--- config.mk ---
export PLATFORM = sky130hd
export DESIGN_NAME = port_serial_tx
export DESIGN_NICKNAME = d
export VERILOG_FILES = /design/src/rtl/port_serial_tx.sv
export SDC_FILE = /design/constraint.sdc
export NUM_CORES = 1
export LEC_CHECK = 0
export ABC_AREA = 1
export CORE_ASPECT_RATIO = 1.4
export CORE_MARGIN = 2
export CORE_UTILIZATION = 35
export DETAILED_ROUTE_END_ITERATION = 10
export GPL_ROUTABILITY_DRIVEN = 0
export PLACE_DENSITY = 0.61
export SYNTH_ARGS = -nofsm -noshare
export SYNTH_HDL_FRONTEND = slang
export SYNTH_SLANG_ARGS = --single-unit
--- constraint.sdc ---
create_clock -name clk -period 2.5 [get_ports clk]
set_input_delay 0.25 -clock clk [delete_from_list [all_inputs] [get_ports clk]]
set_output_delay 0.25 -clock clk [all_outputs]
set_load 0.01 [all_outputs]
--- src/rtl/port_serial_tx.sv ---
// Nibble-wide serial transmitter for the CPU output port.
// A 4-entry FIFO buffers CPU writes. A UART-style framer sends each nibble as
// start(0), 4 data bits LSB first, an optional even parity bit, and stop(1).
// Each bit lasts CLKS_PER_BIT clock cycles.
module port_serial_tx #(
    parameter int CLKS_PER_BIT = 16,
    parameter int PARITY_EN    = 1
) (
    input  logic       clk,
    input  logic       reset,
    input  logic [3:0] in_data,
    input  logic       in_valid,
    output logic       out_tx,
    output logic       out_busy,
    output logic [2:0] out_count,
    output logic       out_overflow
);

    typedef enum logic [2:0] {
        IDLE,
        START,
        DATA,
        PARITY,
        STOP
    } state_t;

    localparam logic [7:0] BAUD_LAST = 8'(CLKS_PER_BIT - 1);

    state_t     state_q, state_d;
    logic [7:0] baud_q, baud_d;
    logic [1:0] bit_idx_q, bit_idx_d;
    logic [3:0] shift_q, shift_d;
    logic       parity_q, parity_d;
    logic       tx_q, tx_d;
    logic       ovf_q, ovf_d;

    logic [3:0] mem_q [4];
    logic [1:0] wr_ptr_q, rd_ptr_q;
    logic [2:0] count_q, count_d;

    logic       pop;
    logic       push;
    logic       fifo_empty;
    logic       fifo_full;
    logic       baud_done;
    logic [3:0] head;

    // FIFO status and bit-period timing flags
    always_comb begin
        fifo_empty = (count_q == 3'd0);
        fifo_full  = (count_q == 3'd4);
        baud_done  = (baud_q == BAUD_LAST);
        head       = mem_q[rd_ptr_q];
    end

    // Framer next-state logic; pop loads the shift register and parity
    always_comb begin
        state_d   = state_q;
        baud_d    = baud_q + 8'd1;
        bit_idx_d = bit_idx_q;
        shift_d   = shift_q;
        parity_d  = parity_q;
        pop       = 1'b0;
        case (state_q)
            IDLE: begin
                baud_d = '0;
                if (!fifo_empty) begin
                    pop       = 1'b1;
                    state_d   = START;
                    shift_d   = head;
                    parity_d  = ^head;
                    bit_idx_d = '0;
                end
            end
            START: begin
                if (baud_done) begin
                    baud_d  = '0;
                    state_d = DATA;
                end
            end
            DATA: begin
                if (baud_done) begin
                    baud_d = '0;
                    if (bit_idx_q == 2'd3) begin
                        bit_idx_d = '0;
                        state_d   = (PARITY_EN != 0) ? PARITY : STOP;
                    end else begin
                        bit_idx_d = bit_idx_q + 2'd1;
                        shift_d   = {1'b0, shift_q[3:1]};
                    end
                end
            end
            PARITY: begin
                if (baud_done) begin
                    baud_d  = '0;
                    state_d = STOP;
                end
            end
            STOP: begin
                if (baud_done) begin
                    baud_d = '0;
                    if (!fifo_empty) begin
                        pop       = 1'b1;
                        state_d   = START;
                        shift_d   = head;
                        parity_d  = ^head;
                        bit_idx_d = '0;
                    end else begin
                        state_d = IDLE;
                    end
                end
            end
            default: begin
                state_d = IDLE;
                baud_d  = '0;
            end
        endcase
    end

    // Line level is decoded from the next state so out_tx comes straight from a flop
    always_comb begin
        case (state_d)
            START:   tx_d = 1'b0;
            DATA:    tx_d = shift_d[0];
            PARITY:  tx_d = parity_d;
            default: tx_d = 1'b1;
        endcase
    end

    // FIFO accept/drop decision; a same-edge pop frees a slot when full
    always_comb begin
        push  = in_valid && (!fifo_full || pop);
        ovf_d = in_valid && fifo_full && !pop;
        case ({push, pop})
            2'b10:   count_d = count_q + 3'd1;
            2'b01:   count_d = count_q - 3'd1;
            default: count_d = count_q;
        endcase
    end

    // Control registers with synchronous reset
    always_ff @(posedge clk) begin
        if (reset) begin
            state_q   <= IDLE;
            baud_q    <= '0;
            bit_idx_q <= '0;
            shift_q   <= '0;
            parity_q  <= 1'b0;
            tx_q      <= 1'b1;
            ovf_q     <= 1'b0;
            wr_ptr_q  <= '0;
            rd_ptr_q  <= '0;
            count_q   <= '0;
        end else begin
            state_q   <= state_d;
            baud_q    <= baud_d;
            bit_idx_q <= bit_idx_d;
            shift_q   <= shift_d;
            parity_q  <= parity_d;
            tx_q      <= tx_d;
            ovf_q     <= ovf_d;
            count_q   <= count_d;
            if (push) wr_ptr_q <= wr_ptr_q + 2'd1;
            if (pop)  rd_ptr_q <= rd_ptr_q + 2'd1;
        end
    end

    // FIFO storage; contents need no reset since pointers define validity
    always_ff @(posedge clk) begin
        if (push && !reset) mem_q[wr_ptr_q] <= in_data;
    end

    assign out_tx       = tx_q;
    assign out_overflow = ovf_q;
    assign out_count    = count_q;
    assign out_busy     = (state_q != IDLE) || (count_q != 3'd0);

endmodule

==> results.json, run 1 <==
{
  "async_reset_ff_share_pct": 0,
  "placed_area_mm2": 0.00244,
  "wire_per_inst_um": 11.3,
  "grt_overflow": 0,
  "intPower_mw": 1.61,
  "synth_ff_type": "dfxtp_1",
  "layout-drive-gt1-share_pct": 12.5,
  "grt_pass1_wl_mm": 7.22,
  "fin_skew_ns": 0.00902,
  "maxSlewViolCount": 0,
  "power_switching_share_pct": 39.8,
  "grt_max_degree": 15,
  "status": "complete, no violations",
  "fp.dieH_um": 98.8,
  "synth_top_area_cell": "dfxtp_1",
  "clk_path_buf_depth": 2,
  "cts_resized": 0,
  "combPwrFrac_pct": 42.2,
  "post_cts_buffers": 0,
  "irDropWorstVdd_mv": 0.508,
  "max_freq_mhz": 444,
  "hpwl_mm": 3.15,
  "yosys_warnings": 0,
  "antenna_cells": 0,
  "power_density_mw_per_mm2": 1050,
  "tritoncts": "built",
  "hold_viol": 0,
  "synthCells": 277,
  "clkSlewWorstSetupHoldPaths_ns": 0.08,
  "syn_avg_cell_area_um2": 8.10,
  "worstPathArrival_ns": 2.45,
  "fin_area_mm2": 0.00255,
  "crit_required_ns": 2.70,
  "cts_max_level": 2,
  "rr_endpoint": "out_count[2]$_SDFFE_PP0P_",
  "synth_nets": 291,
  "clockRootBuffer": "clkbuf_8",
  "fin_tns_setup_ns": 0,
  "reg2reg_from": "baud_q[0]$_SDFF_PP0_",
  "dr.pass1.iters": 4,
  "hold_slack_ns": 0.456,
  "via_per_inst": 4.71,
  "clock_latency_ns": 0.30,
  "clkSinkCount": 45,
  "drc": 0,
  "antenna_left": 0,
  "power_switching_mw": 1.07,
  "min_path_type": "reg -> reg",
  "initial_utilization_pct": 36.1,
  "startpoint": "baud_q[0]$_SDFF_PP0_",
  "period_minus_slack_ns": 2.25,
  "vias": 1734,
  "pin_count": 13,
  "grt_pass1_vias": 1677,
  "fin_ws_ns": 0.249,
  "dp_slack_ns": 0.260,
  "total_leakage_power_nw": 1.13,
  "cts_made_buffers": 5,
  "area_delta_synth_final_pct": 13.8,
  "netlist.area_leader.share_pct": 25.9,
  "cp_max_fo": 7,
  "total_power_mw": 2.68,
  "final_cells": 368,
  "ff2ff_setup_slack_ns": 0.25,
  "port_buffers": 12,
  "grtUsageTotal_pct": 13.0,
  "relSlewSlack_pct": 70.4,
  "ys_seq_elements": 45,
  "synth_common_cells": "nand2_1, inv_1, nor2_1",
  "yosys-top-cells-area": "dfxtp_1, edfxtp_1, nand2_1",
  "yosysMostFrequentCell": "nand2_1",
  "cap_violations": 0,
  "die_x_um": 71.7,
  "reg2regPathDepth": 12,
  "p_clk_share_pct": 20.5,
  "die_area_mm2": 0.00708,
  "crit_path_start_kind": "register",
  "rsz0062_at_grt": "no",
  "critical_path_class": "reg -> reg",
  "rows": 34,
  "synth_cell_type_count": 37,
  "wl_mm": 4.14,
  "nNetsFinal": 309,
  "synth_seq_area_share_pct": 47.3,
  "core-area_mm2": 0.00621,
  "antenna_found_initial": 0,
  "worstMarginPinSlew_ns": 0.443,
  "setup_viol": 0,
  "dp_cells": 360,
  "p_seq_share_pct": 37.4,
  "crit_end": "out_count[2]$_SDFFE_PP0P_",
  "period_share_pct": 90.0,
  "fillCellCount": 631,
  "end_kind": "register",
  "cts_hold_buf": 0,
  "synth_area_mm2": 0.00224,
  "drt_iter0_drc": 54,
  "synth_edf_count": 16,
  "utilization_pct": 41.1
}
[power by group through the flow]
stage          Clock, mW  Sequential [mW]  Combinational [mW]
6_report           0.549             1.00                1.13
5_1_grt            0.592             1.02                1.30
4_1_cts            0.561             1.00                1.15
3_5_place_dp           0             1.02                1.14
3_3_place_gp           0             1.02                1.13
2_1_floorplan          0            0.993               0.871
[critical path, cell delays in order (launching register included)]
cell and delay (ns):
dfxtp_1 0.37, ha_1 0.19, nand2_2 0.11, nor2_8 0.12
nand4_4 0.14, nand2_4 0.11, nand2_4 0.08, nor2_1 0.13
inv_1 0.09, fa_1 0.38, nand3b_2 0.24, a21oi_1 0.15
nor2_1 0.06
[routing by layer]
layer | up-vias | wire, µm | part of all wire (%) | GRT usage [%]
met2 | 23 | 2150 | 52 | 23.9
met3 | 6 | 121 | 2.9 | 2.76
met4 | 0 | 87 | 2.1 | 6.10
li1 | 915 | - | - | -
met1 | 790 | 1780 | 43 | 13.9
met5 | - | 0 | 0 | 0
[cell type report]
type / count / area (µm²) / share of cell area (%)
flip-flops and latches: 45 / 1060 / 41.5
multi-input cells: 186 / 997 / 39.0
well taps: 72 / 90.1 / 3.53
clock inverters: 3 / 41.3 / 1.62
inverters: 44 / 168 / 6.57
repair buffers: 13 / 128 / 5.00
clock buffers: 5 / 68.8 / 2.69
[registers in the layout, indices dropped and copies added, names as in the netlist, named ones only]
name	cells
rd_ptr_q	2
out_count	3
wr_ptr_q	2
shift_q	4
parity_q	1
baud_q	8
bit_idx_q	2
mem_q	16
state_q	3
out_overflow	1
out_tx	1
[worst min-delay path by stage]
stage                    startpoint                     to  slack [ns]  cells after the start
2_1_floorplan                 reset  state_q[2]$_SDFF_PP0_        0.32                      1
3_3_place_gp   baud_q[0]$_SDFF_PP0_   baud_q[0]$_SDFF_PP0_        0.43                      1
4_1_cts        baud_q[0]$_SDFF_PP0_   baud_q[0]$_SDFF_PP0_        0.46                      1
3_5_place_dp   baud_q[0]$_SDFF_PP0_   baud_q[0]$_SDFF_PP0_        0.44                      1
6_report       baud_q[0]$_SDFF_PP0_   baud_q[0]$_SDFF_PP0_        0.46                      1
5_1_grt        baud_q[0]$_SDFF_PP0_   baud_q[0]$_SDFF_PP0_        0.47                      1
[cells in the final DEF (no fill, tap or decap), types with 3 or more instances in the layout]
master,instances
nand2_1,70
ha_1,6
nand2_4,4
xor2_1,3
nand2_2,5
o21ai_0,12
edfxtp_1,16
inv_2,8
a21oi_1,13
nand3_1,19
dfxtp_1,29
clkdlybuf4s50_1,12
inv_1,35
clkbuf_8,5
nor2_1,31
[logic make-up after synthesis]
kind of cell | Yosys count | share of synthesized area [%]
AOI/OAI and AO/OA | 35 | 9.03
xor gates and xnor gates | 3 | 1.17
adders and majority gates | 7 | 4.24
buffers and inverters | 46 | 8.31
DFF | 45 | 47.3
and+or+nand+nor | 141 | 30.0
(Power assumes the default switching activity.)
==> run 2, diff against run 1 <==
- REMOVE_ABC_BUFFERS: not set -> 1
==> run 2 against run 1 <==
  * Cell count unchanged
  * Clock-buffer cell count did not move
  * Sequential share of layout area is 0.44 points lower
  * Clock power up 19%
  * Combinational power barely moved
  * Sequential cell count unchanged
  * Global-route usage down 0.53 points
  * Setup slack worse by 0.010 ns
  * Clock skew decreased by 0.00076 ns
  * Power increased by 3.1%
  * Largest power group unchanged
==> results.json, run 2 (synthesis gave the netlist of run 1 again) <==
{
  "met3_usage_pct": 2.86,
  "grt_overflow": 0,
  "grt_pass1_wl_mm": 7.10,
  "clk_path_buf_depth": 2,
  "cts_resized": 0,
  "max_freq_mhz": 442,
  "grt_max_degree": 16,
  "startpoint": "baud_q[0]$_SDFF_PP0_",
  "fin_skew_ns": 0.00825,
  "multi_input_area_um2": 997,
  "maxSlewViolCount": 0,
  "critical_path_class": "reg -> reg",
  "antenna_cells": 0,
  "hold_slack_ns": 0.448,
  "power_switching_mw": 1.04,
  "cap_violations": 0,
  "status": "complete, no violations",
  "layout-drive-gt1-share_pct": 12.8,
  "crit_required_ns": 2.70,
  "placed_area_mm2": 0.00244,
  "min_path_type": "reg -> reg",
  "nNetsFinal": 309,
  "dr.pass1.iters": 4,
  "via_per_inst": 4.67,
  "drc": 0,
  "grtUsageTotal_pct": 12.5,
  "gr-usage-met2_pct": 22.8,
  "hold_viol": 0,
  "cts_max_level": 2,
  "utilization_pct": 41.6,
  "area_delta_synth_final_pct": 15.0,
  "total_leakage_power_nw": 1.15,
  "rsz0062_at_grt": "no",
  "p_seq_share_pct": 36.0,
  "combPwrFrac_pct": 40.3,
  "fillCellCount": 639,
  "period_share_pct": 90.5,
  "worstMarginPinSlew_ns": 0.391,
  "cts_made_buffers": 5,
  "intPower_mw": 1.72,
  "fp.dieH_um": 98.8,
  "die_area_mm2": 0.00708,
  "wl_mm": 3.82,
  "drt_iter0_drc": 67,
  "cts_hold_buf": 0,
  "dp_slack_ns": 0.265,
  "seqCellArea_mm2": 0.00106,
  "hpwl_mm": 2.99,
  "period_minus_slack_ns": 2.26,
  "regMostFlops": "mem_q",
  "final_common_cell": "nand2_1",
  "reg.largest.list": "mem_q x16, baud_q x8, shift_q x4",
  "p_clk_share_pct": 23.7,
  "tritoncts": "built",
  "port_buffers": 12,
  "reg2reg_from": "baud_q[0]$_SDFF_PP0_",
  "largest_reg_flops": 16,
  "end_kind": "register",
  "fin_area_mm2": 0.00258,
  "power_density_mw_per_mm2": 1070,
  "post_cts_buffers": 0,
  "clockRootBuffer": "clkbuf_8",
  "cp_max_fo": 7,
  "clkSinkCount": 45,
  "irDropWorstVdd_mv": 0.379,
  "pin_count": 13,
  "core-area_mm2": 0.00621,
  "fin_ws_ns": 0.239,
  "die_x_um": 71.7,
  "clock_latency_ns": 0.30,
  "antenna_left": 0,
  "rows": 34,
  "total_power_mw": 2.76,
  "clkSlewWorstSetupHoldPaths_ns": 0.09,
  "wire_per_inst_um": 10.4,
  "antenna_found_initial": 0,
  "grt_pass1_vias": 1671,
  "fin_tns_setup_ns": 0,
  "initial_utilization_pct": 36.1,
  "hold_start": "baud_q[0]$_SDFF_PP0_",
  "crit_path_start_kind": "register",
  "vias": 1718,
  "layout.cells.most_common_list": "nand2_1, inv_1, nor2_1, dfxtp_1, nand3_1",
  "setup_viol": 0,
  "worstPathArrival_ns": 2.46,
  "gr-max-usage-layer": "met2",
  "power_switching_share_pct": 37.7,
  "relSlewSlack_pct": 73.8,
  "dp_cells": 360,
  "final_cells": 368,
  "met1_usage_pct": 13.6
}
==> run 2: cell count changes in the layout (fill, tap and decap cells not counted), sizes merged <==
| cell | before | now |
|---|---|---|
| clkinvlp | 1 | 0 |
| inv | 44 | 45 |
| clkinv | 1 | 0 |
| bufinv | 1 | 2 |
==> run 2: layer usage <==
layer	vias to the layer above	share of wire, %
met2	17	54
met1	774	42
met5	-	0
met3	6	2.8
li1	921	-
met4	0	1.6
==> run 2: cell type report <==
class / instances / area share, %
tap: 72 / 3.49
clock inverter: 3 / 2.67
multi-input combinational: 186 / 38.6
timing repair buffer: 13 / 4.94
sequential: 45 / 41.1
inverter: 44 / 6.50
clock buffer: 5 / 2.67
==> run 2: final timing paths <==
kind	slack, ns	cells past startpoint	to
max	0.24	12	out_count[2]$_SDFFE_PP0P_
max reg2reg	0.24	12	out_count[2]$_SDFFE_PP0P_
min	0.45	1	baud_q[0]$_SDFF_PP0_
min reg2reg	0.45	1	baud_q[0]$_SDFF_PP0_
==> run 2: power by group through the flow <==
stage	registers, mW	logic, mW	clock network (mW)
after CTS	0.997	1.13	0.677
after detailed placement	1.01	1.13	0
after floorplan	1.01	0.842	0
after global routing	1.02	1.31	0.707
after global placement	1.01	1.12	0
final	0.994	1.11	0.656
==> run 2: worst max-delay path, cell delays in order, from the launching register on <==
cell and delay, ns:
dfxtp_1 0.36, ha_1 0.20, nand2_2 0.11, nor2_8 0.11, nand4_4 0.15, nand2_4 0.12
nand2_4 0.08, nor2_1 0.13, inv_1 0.09, fa_1 0.39, nand3b_2 0.24, a21oi_1 0.14
nor2_1 0.06
